$ cat src/rtl/interboard_receiver_pkg.sv
// Shared definitions for the inter-board GPIO link (receiver and transmitter).
package interboard_receiver_pkg;

  localparam int unsigned BEAT_W        = 6;
  localparam int unsigned MSG_BEATS_DEF = 4;
  localparam int unsigned MSG_W         = 24;

  // Message field positions
  localparam int unsigned SENDER_BIT = 23;
  localparam int unsigned OPC_HI     = 22;
  localparam int unsigned OPC_LO     = 19;
  localparam int unsigned PAY_HI     = 18;
  localparam int unsigned PAY_LO     = 0;
  localparam int unsigned OPC_W      = OPC_HI - OPC_LO + 1;
  localparam int unsigned PAY_W      = PAY_HI - PAY_LO + 1;

  // Opcodes
  localparam logic [OPC_W-1:0] OP_CARD_MOVE = 4'h1;
  localparam logic [OPC_W-1:0] OP_MOUSE_POS = 4'h2;
  localparam logic [OPC_W-1:0] OP_TURN_END  = 4'h3;
  localparam logic [OPC_W-1:0] OP_RST       = 4'hF;

  typedef enum logic [1:0] {
    ST_IDLE,
    ST_CAPTURE,
    ST_ACK,
    ST_DONE
  } rx_state_e;

endpackage

$ cat src/rtl/interboard_receiver_if.sv
// Inter-board link pins: 6-bit beat bus with 4-phase req/ack handshake.
interface interboard_receiver_if;
  import interboard_receiver_pkg::*;

  logic              inter_req;
  logic [BEAT_W-1:0] inter_data;
  logic              inter_ack;

  modport master (output inter_req, output inter_data, input inter_ack);
  modport slave  (input inter_req, input inter_data, output inter_ack);

endinterface

$ cat src/rtl/interboard_receiver_sync_2ff.sv
// Two-flop synchroniser for asynchronous inputs.
module sync_2ff #(
  parameter int unsigned WIDTH = 1
) (
  input  logic             clk,
  input  logic             rst,
  input  logic [WIDTH-1:0] d,
  output logic [WIDTH-1:0] q
);

  logic [WIDTH-1:0] meta_d, meta_q;
  logic [WIDTH-1:0] sync_d, sync_q;

  // Next values of the two synchroniser stages
  always_comb begin
    meta_d = d;
    sync_d = meta_q;
  end

  // Synchroniser stage registers
  always_ff @(posedge clk) begin
    if (rst) begin
      meta_q <= '0;
      sync_q <= '0;
    end else begin
      meta_q <= meta_d;
      sync_q <= sync_d;
    end
  end

  assign q = sync_q;

endmodule

$ cat src/rtl/interboard_receiver.sv
// Receives multi-beat game messages from the opposing board and pulses them out.
module interboard_receiver
  import interboard_receiver_pkg::*;
#(
  parameter logic              PLAYER      = 1'b0,
  parameter int unsigned       MSG_BEATS   = MSG_BEATS_DEF,
  parameter int unsigned       TIMEOUT_CYC = 1_000_000,
  parameter logic [OPC_W-1:0]  RST_OP      = OP_RST
) (
  input  logic                 clk,
  input  logic                 rst,
  interboard_receiver_if.slave link,
  output logic                 msg_valid,
  output logic [OPC_W-1:0]     msg_opcode,
  output logic [PAY_W-1:0]     msg_payload,
  output logic                 remote_rst,
  output logic                 link_err
);

  localparam int unsigned      CNT_W      = $clog2(MSG_BEATS + 1);
  localparam int unsigned      TO_W       = $clog2(TIMEOUT_CYC);
  localparam logic [CNT_W-1:0] BEATS_LAST = CNT_W'(MSG_BEATS);
  localparam logic [TO_W-1:0]  TO_LAST    = TO_W'(TIMEOUT_CYC - 1);

  logic              req_s;
  logic [BEAT_W-1:0] data_s;

  sync_2ff #(.WIDTH(1)) u_sync_req (
    .clk (clk),
    .rst (rst),
    .d   (link.inter_req),
    .q   (req_s)
  );

  sync_2ff #(.WIDTH(BEAT_W)) u_sync_data (
    .clk (clk),
    .rst (rst),
    .d   (link.inter_data),
    .q   (data_s)
  );

  rx_state_e         state_d, state_q;
  logic [CNT_W-1:0]  beat_cnt_d, beat_cnt_q;
  logic [MSG_W-1:0]  shift_d, shift_q;
  logic [TO_W-1:0]   to_d, to_q;
  logic              drain_d, drain_q;
  logic              ack_d, ack_q;
  logic              valid_d, valid_q;
  logic              rr_d, rr_q;
  logic              err_d, err_q;
  logic [OPC_W-1:0]  opcode_d, opcode_q;
  logic [PAY_W-1:0]  payload_d, payload_q;
  logic              to_run;
  logic              to_expire;

  // Handshake FSM, message assembly and mid-message timeout
  always_comb begin
    state_d    = state_q;
    beat_cnt_d = beat_cnt_q;
    shift_d    = shift_q;
    drain_d    = drain_q;
    valid_d    = 1'b0;
    rr_d       = 1'b0;
    err_d      = 1'b0;
    opcode_d   = opcode_q;
    payload_d  = payload_q;

    case (state_q)
      ST_IDLE: begin
        // After an abort with req still high, wait for its release so the
        // stalled beat is not captured a second time.
        if (drain_q) begin
          if (!req_s) drain_d = 1'b0;
        end else if (req_s) begin
          state_d = ST_CAPTURE;
        end
      end
      ST_CAPTURE: begin
        shift_d    = {shift_q[MSG_W-BEAT_W-1:0], data_s};
        beat_cnt_d = beat_cnt_q + CNT_W'(1);
        state_d    = ST_ACK;
      end
      ST_ACK: begin
        if (!req_s) state_d = (beat_cnt_q == BEATS_LAST) ? ST_DONE : ST_IDLE;
      end
      ST_DONE: begin
        beat_cnt_d = '0;
        if (shift_q[SENDER_BIT] != PLAYER) begin
          valid_d   = 1'b1;
          opcode_d  = shift_q[OPC_HI:OPC_LO];
          payload_d = shift_q[PAY_HI:PAY_LO];
          rr_d      = (shift_q[OPC_HI:OPC_LO] == RST_OP);
        end
        state_d = ST_IDLE;
      end
      default: state_d = ST_IDLE;
    endcase

    to_run    = ((state_q == ST_IDLE) && (beat_cnt_q != '0)) || (state_q == ST_ACK);
    // A req fall in ACK takes priority over an expiring timeout.
    to_expire = (to_q == TO_LAST) &&
                (((state_q == ST_IDLE) && (beat_cnt_q != '0)) || ((state_q == ST_ACK) && req_s));

    if (to_expire) begin
      err_d      = 1'b1;
      beat_cnt_d = '0;
      shift_d    = '0;
      state_d    = ST_IDLE;
      drain_d    = req_s;
      to_d       = '0;
    end else if ((state_d != state_q) || !to_run) begin
      to_d = '0;
    end else begin
      to_d = to_q + TO_W'(1);
    end

    ack_d = (state_d == ST_ACK);
  end

  // State and output registers
  always_ff @(posedge clk) begin
    if (rst) begin
      state_q    <= ST_IDLE;
      beat_cnt_q <= '0;
      shift_q    <= '0;
      to_q       <= '0;
      drain_q    <= 1'b0;
      ack_q      <= 1'b0;
      valid_q    <= 1'b0;
      rr_q       <= 1'b0;
      err_q      <= 1'b0;
      opcode_q   <= '0;
      payload_q  <= '0;
    end else begin
      state_q    <= state_d;
      beat_cnt_q <= beat_cnt_d;
      shift_q    <= shift_d;
      to_q       <= to_d;
      drain_q    <= drain_d;
      ack_q      <= ack_d;
      valid_q    <= valid_d;
      rr_q       <= rr_d;
      err_q      <= err_d;
      opcode_q   <= opcode_d;
      payload_q  <= payload_d;
    end
  end

  assign link.inter_ack = ack_q;
  assign msg_valid      = valid_q;
  assign msg_opcode     = opcode_q;
  assign msg_payload    = payload_q;
  assign remote_rst     = rr_q;
  assign link_err       = err_q;

endmodule
$ cat src/flat_wrapper.sv
// flat-port wrapper written by rule: the top's interface ports become plain ports
module interboard_receiver_flat import interboard_receiver_pkg::*;
#(
  parameter logic              PLAYER      = 1'b0,
  parameter int unsigned       MSG_BEATS   = MSG_BEATS_DEF,
  parameter int unsigned       TIMEOUT_CYC = 1_000_000,
  parameter logic [OPC_W-1:0]  RST_OP      = OP_RST
)
  (clk, rst, msg_valid, msg_opcode, msg_payload, remote_rst, link_err, link_inter_req, link_inter_data, link_inter_ack);
  interboard_receiver_if link_i ();
  input  logic clk;
  input  logic rst;
  output logic msg_valid;
  output logic [OPC_W-1:0] msg_opcode;
  output logic [PAY_W-1:0] msg_payload;
  output logic remote_rst;
  output logic link_err;
  input wire logic [$bits(link_i.inter_req)-1:0] link_inter_req;
  input wire logic [$bits(link_i.inter_data)-1:0] link_inter_data;
  output wire logic [$bits(link_i.inter_ack)-1:0] link_inter_ack;
  assign link_i.inter_req = link_inter_req;
  assign link_i.inter_data = link_inter_data;
  assign link_inter_ack = link_i.inter_ack;
  interboard_receiver #(.PLAYER(PLAYER), .MSG_BEATS(MSG_BEATS), .TIMEOUT_CYC(TIMEOUT_CYC), .RST_OP(RST_OP)) u_core (.clk(clk), .rst(rst), .link(link_i), .msg_valid(msg_valid), .msg_opcode(msg_opcode), .msg_payload(msg_payload), .remote_rst(remote_rst), .link_err(link_err));
endmodule
$ cat config.mk
export PLATFORM = sky130hd
export DESIGN_NAME = interboard_receiver_flat
export DESIGN_NICKNAME = d
export VERILOG_FILES = /design/src/rtl/interboard_receiver_pkg.sv /design/src/rtl/interboard_receiver_if.sv /design/src/rtl/interboard_receiver_sync_2ff.sv /design/src/rtl/interboard_receiver.sv /design/src/flat_wrapper.sv
export SDC_FILE = /design/constraint.sdc
export NUM_CORES = 1
export LEC_CHECK = 0
export CAP_MARGIN = 40
export CORE_MARGIN = 2
export CORE_UTILIZATION = 59
export DETAILED_ROUTE_END_ITERATION = 10
export PLACE_DENSITY = 0.83
export SLEW_MARGIN = 10
export SYNTH_ARGS = -nofsm -noshare
export SYNTH_HDL_FRONTEND = slang
export SYNTH_SLANG_ARGS = --single-unit
$ cat constraint.sdc
create_clock -name clk -period 5.35 [get_ports clk]
set_input_delay 1.3375 -clock clk [delete_from_list [all_inputs] [get_ports clk]]
set_output_delay 1.3375 -clock clk [all_outputs]
set_load 0.02 [all_outputs]
==> Implementation_results.wiki <==
{| class="wikitable"
! Metric !! Value
|-
| Quantity of gates resized following cts || 0
|-
| Synth Flop Type || sky130_fd_sc_hd__dfxtp_1
|-
| Final setup fails || 0
|-
| Crit path arrival time || 3.24 ns
|-
| Global-route usage over all layers || 21.9%
|-
| Cell type with the largest total area after synthesis || sky130_fd_sc_hd__dfxtp_1
|-
| TNS Setup || 0 ns
|-
| Share of layout cells above drive strength 1 || 7.58%
|-
| Slew Limit Headroom || 39.6%
|-
| Chip width || 79.7 µm
|-
| Unique masters post-synth || 40
|-
| Antenna violations before repair || 0
|-
| Count of routing violations after the opening detailed-route iteration || 141
|-
| Clock period minus final worst setup slack || 2.97 ns
|-
| Worst setup EP type || register
|-
| Relative area change from synthesis to final layout || 17.1%
|-
| Biggest area contributors in the synthesized netlist || sky130_fd_sc_hd__dfxtp_1, sky130_fd_sc_hd__nand2_1, sky130_fd_sc_hd__a21oi_1
|-
| Area enclosed by the die boundary || 6350 µm²
|-
| Max-capacitance violation count || 0
|-
| CTS hold repair buffers || 0
|-
| Share of the clock period used by the worst path || 55.6%
|-
| Vias per cell || 5.46
|-
| Total area of multi-input combinational cells || 1430 µm²
|-
| DRC || 0
|-
| Clock Skews || 0.0103 ns
|-
| RD Place Congestion || 0.869
|-
| Post-synthesis instance area || 3380 µm²
|-
| Power share of the sequential group || 60.6%
|-
| Worst supply voltage drop on vdd || 0.000215 V
|-
| Avg Inst Size Synth || 8.63 µm²
|-
| Routed length per placed instance || 13.1 µm
|-
| Gate power share || 2.6%
|-
| Number of synthesized register bits || 91
|-
| WL final || 6460 µm
|-
| Cell at the root of the clock tree || sky130_fd_sc_hd__clkbuf_8
|-
| Placement row count || 27
|-
| Post-place instance area || 3780 µm²
|-
| Clock network power share || 36.8%
|-
| Number of standard cells after synthesis || 392
|-
| Worst path required time || 5.61 ns
|-
| Largest net degree at the start of global routing || 43
|-
| Vias in the first global route || 2,457
|-
| HP Start || u_core.u_sync_data.meta_q[1]$_SDFF_PP0_
|-
| Setup slack of the worst register-to-register path || 2.84 ns
|-
| P_sw || 0.000257 W
|-
| Register area share after synthesis || 53.9%
|-
| Slew at the pin with the worst max-slew slack || 0.898 ns
|-
| Post-route cell area || 3960 µm²
|-
| Crit Path Class || in -> reg
|-
| Proportion of netlist area held by the largest area contributor || 53.9%
|-
| RSZ-0062 raised after global routing || no
|-
| Remaining antenna violation count after routing || 0
|-
| Number of iterations in the first detailed-routing pass || 4
|-
| F_max || 336 MHz
|-
| Inserted Clock Buffers || 9
|-
| Clock tree from TritonCTS || done
|-
| Diode count || 0
|-
| Die height || 79.7 µm
|-
| Core utilization of the finished layout || 71.9%
|-
| Top-Level Pins || 36
|-
| Effective utilization at floorplan || 61.4%
|-
| Number of clock sinks || 91
|-
| Run status || completed
|-
| Post-CTS repair timing setup buffer count || 0
|-
| Number of I/O port buffers || 35
|-
| HPWL reported at the end of detailed placement || 4300 µm
|-
| Final count of hold timing violations || 0
|-
| EDFF count, synth || 0
|-
| Ratio of total power to cell area || 286 nW/µm²
|-
| Via count of the routed design || 2,695
|-
| Net switching fraction of the power || 22.7%
|-
| First-pass GRT wire length || 10,700 µm
|-
| Synthesized Nets || 404
|-
| Type of element launching the critical path || input pin
|-
| Placeable core area || 5510 µm²
|-
| Footprint of the flip-flops and latches || 1820 µm²
|-
| Maximum fanout count along the critical path || 42
|-
| Remaining Overflow, GRT || 0
|-
| Worst-Skew Late Latency || 0.36 ns
|-
| Yosys warnings || 0
|-
| Clock slew at reported path FFs || 0.09 ns
|-
| Leakage power summed over all cells || 1.24 nW
|-
| Final Max Tran Viols || 0
|-
| Fraction of registers with async set/reset || 0%
|-
| Nets@finish || 430
|-
| H-tree depth || 3
|-
| Worst-case clock buffer depth || 2
|-
| Startpoint of the worst-slack reg-to-reg timing path || u_core.to_q[0]$_SDFF_PP0_
|-
| Worst min-delay path category || reg -> reg
|-
| Number of inserted filler cells in the final layout || 436
|-
| Internal power consumption || 0.000876 W
|-
| Critical path launch point || rst
|}
power groups by stage:
| stage | Clock [W] | Sequential, W | Combinational, W |
|---|---|---|---|
| after CTS | 0.000424 | 0.000686 | 0.0000298 |
| final | 0.000417 | 0.000686 | 0.0000297 |
| after floorplan | 0 | 0.000701 | 0.0000197 |
| after global routing | 0.000447 | 0.000687 | 0.0000328 |
| after detailed placement | 0 | 0.000702 | 0.0000297 |
| after global placement | 0 | 0.000701 | 0.0000282 |
cells in the mapped netlist, types with 2 or more instances:
master                     number
sky130_fd_sc_hd__nand2b_1       3
sky130_fd_sc_hd__nor2b_1       16
sky130_fd_sc_hd__a211oi_1       4
sky130_fd_sc_hd__buf_2          6
sky130_fd_sc_hd__nor2_1         9
sky130_fd_sc_hd__o21ai_0        4
sky130_fd_sc_hd__nor4_1         2
sky130_fd_sc_hd__a21oi_1       52
sky130_fd_sc_hd__xor2_1         3
sky130_fd_sc_hd__or3_1          4
sky130_fd_sc_hd__or4_1          5
sky130_fd_sc_hd__clkbuf_1      18
sky130_fd_sc_hd__ha_1           3
sky130_fd_sc_hd__nand4_1        5
sky130_fd_sc_hd__xnor2_1        9
sky130_fd_sc_hd__nor3b_1        3
sky130_fd_sc_hd__nand2_1      100
sky130_fd_sc_hd__nor3_1        19
sky130_fd_sc_hd__dfxtp_1       91
sky130_fd_sc_hd__o31ai_1        3
sky130_fd_sc_hd__buf_1          2
sky130_fd_sc_hd__inv_1          8
sky130_fd_sc_hd__nand3_1        4
sky130_fd_sc_hd__a211oi_2       2
sky130_fd_sc_hd__nand3_2        2
registers in the layout, indices dropped and copies added (netlist names), 2 cells and up:
| register | cells |
|---|---|
| u_core.to_q | 20 |
| u_core.u_sync_data.q | 6 |
| u_core.shift_q | 24 |
| u_core.msg_payload | 19 |
| u_core.state_q | 2 |
| u_core.beat_cnt_q | 3 |
| u_core.msg_opcode | 4 |
| u_core.u_sync_data.meta_q | 6 |
worst paths after layout:
path	endpoint	depth (start not counted)
max	u_core.to_q[2]$_SDFF_PP0_	4
min	u_core.u_sync_data.q[1]$_SDFF_PP0_	1
max reg2reg	u_core.link_err$_SDFF_PP0_	6
min reg2reg	u_core.u_sync_data.q[1]$_SDFF_PP0_	1
kinds of logic after synthesis:
logic type / synth area share, %
and+or+nand+nor: 26.1
xor gates and xnor gates: 3.11
muxes: 0.333
adders and majority gates: 1.11
buffers and inverters: 4.00
AOI/OAI and AO/OA: 11.5
DFF: 53.9
worst max-delay path, stage by stage:
cell,delay [ns]
sky130_fd_sc_hd__clkdlybuf4s50_1,0.39
sky130_fd_sc_hd__buf_4,0.25
sky130_fd_sc_hd__or4_1,0.89
sky130_fd_sc_hd__nor3_1,0.33
per-stage QoR:
stage                     instances  total power, W  hold WS, ns  worst slack, ns
after floorplan                 392        0.000720        0.414             2.91
after global placement          477        0.000730        0.417             2.09
after detailed placement        479        0.000731        0.421             2.03
after CTS                       494         0.00114        0.440             2.41
after global routing            494         0.00117        0.452             2.21
final                           494         0.00113        0.440             2.38
layout make-up:
type	count	area share, %
flip-flops and latches	91	46.0
multi-input cells	267	36.2
repair buffers	41	10.3
clock buffers	10	3.48
well taps	72	2.28
clock inverters	5	1.01
inverters	8	0.759
routing by layer:
| metal | up-vias | wire length [µm] | global-route usage (%) |
|---|---|---|---|
| li1 | 1360 | - | - |
| met1 | 1271 | 3040 | 28.0 |
| met2 | 53 | 3010 | 34.1 |
| met3 | 11 | 254 | 4.75 |
| met4 | 0 | 161 | 12.8 |
| met5 | - | 0 | 0 |
cell usage in the layout, fill, tap and decap left out, types with 2 or more instances in the layout:
cell type / instances
sky130_fd_sc_hd__or4_1: 5
sky130_fd_sc_hd__or3_1: 4
sky130_fd_sc_hd__ha_1: 3
sky130_fd_sc_hd__xnor2_1: 9
sky130_fd_sc_hd__nand2_1: 100
sky130_fd_sc_hd__o31ai_1: 3
sky130_fd_sc_hd__nor3_1: 19
sky130_fd_sc_hd__xor2_1: 3
sky130_fd_sc_hd__nand3_1: 4
sky130_fd_sc_hd__clkbuf_8: 10
sky130_fd_sc_hd__a211oi_1: 4
sky130_fd_sc_hd__nor2b_1: 16
sky130_fd_sc_hd__nor4_1: 2
sky130_fd_sc_hd__buf_4: 4
sky130_fd_sc_hd__o21ai_0: 4
sky130_fd_sc_hd__clkinvlp_4: 3
sky130_fd_sc_hd__dfxtp_1: 91
sky130_fd_sc_hd__nor3b_1: 3
sky130_fd_sc_hd__nor2_1: 9
sky130_fd_sc_hd__a21oi_1: 52
sky130_fd_sc_hd__nand2b_1: 3
sky130_fd_sc_hd__clkdlybuf4s50_1: 35
sky130_fd_sc_hd__a211oi_2: 2
sky130_fd_sc_hd__nand4_1: 5
sky130_fd_sc_hd__inv_1: 8
sky130_fd_sc_hd__clkinv_4: 2
sky130_fd_sc_hd__nand3_2: 2
Note: power is estimated with default switching activity, not from simulation.
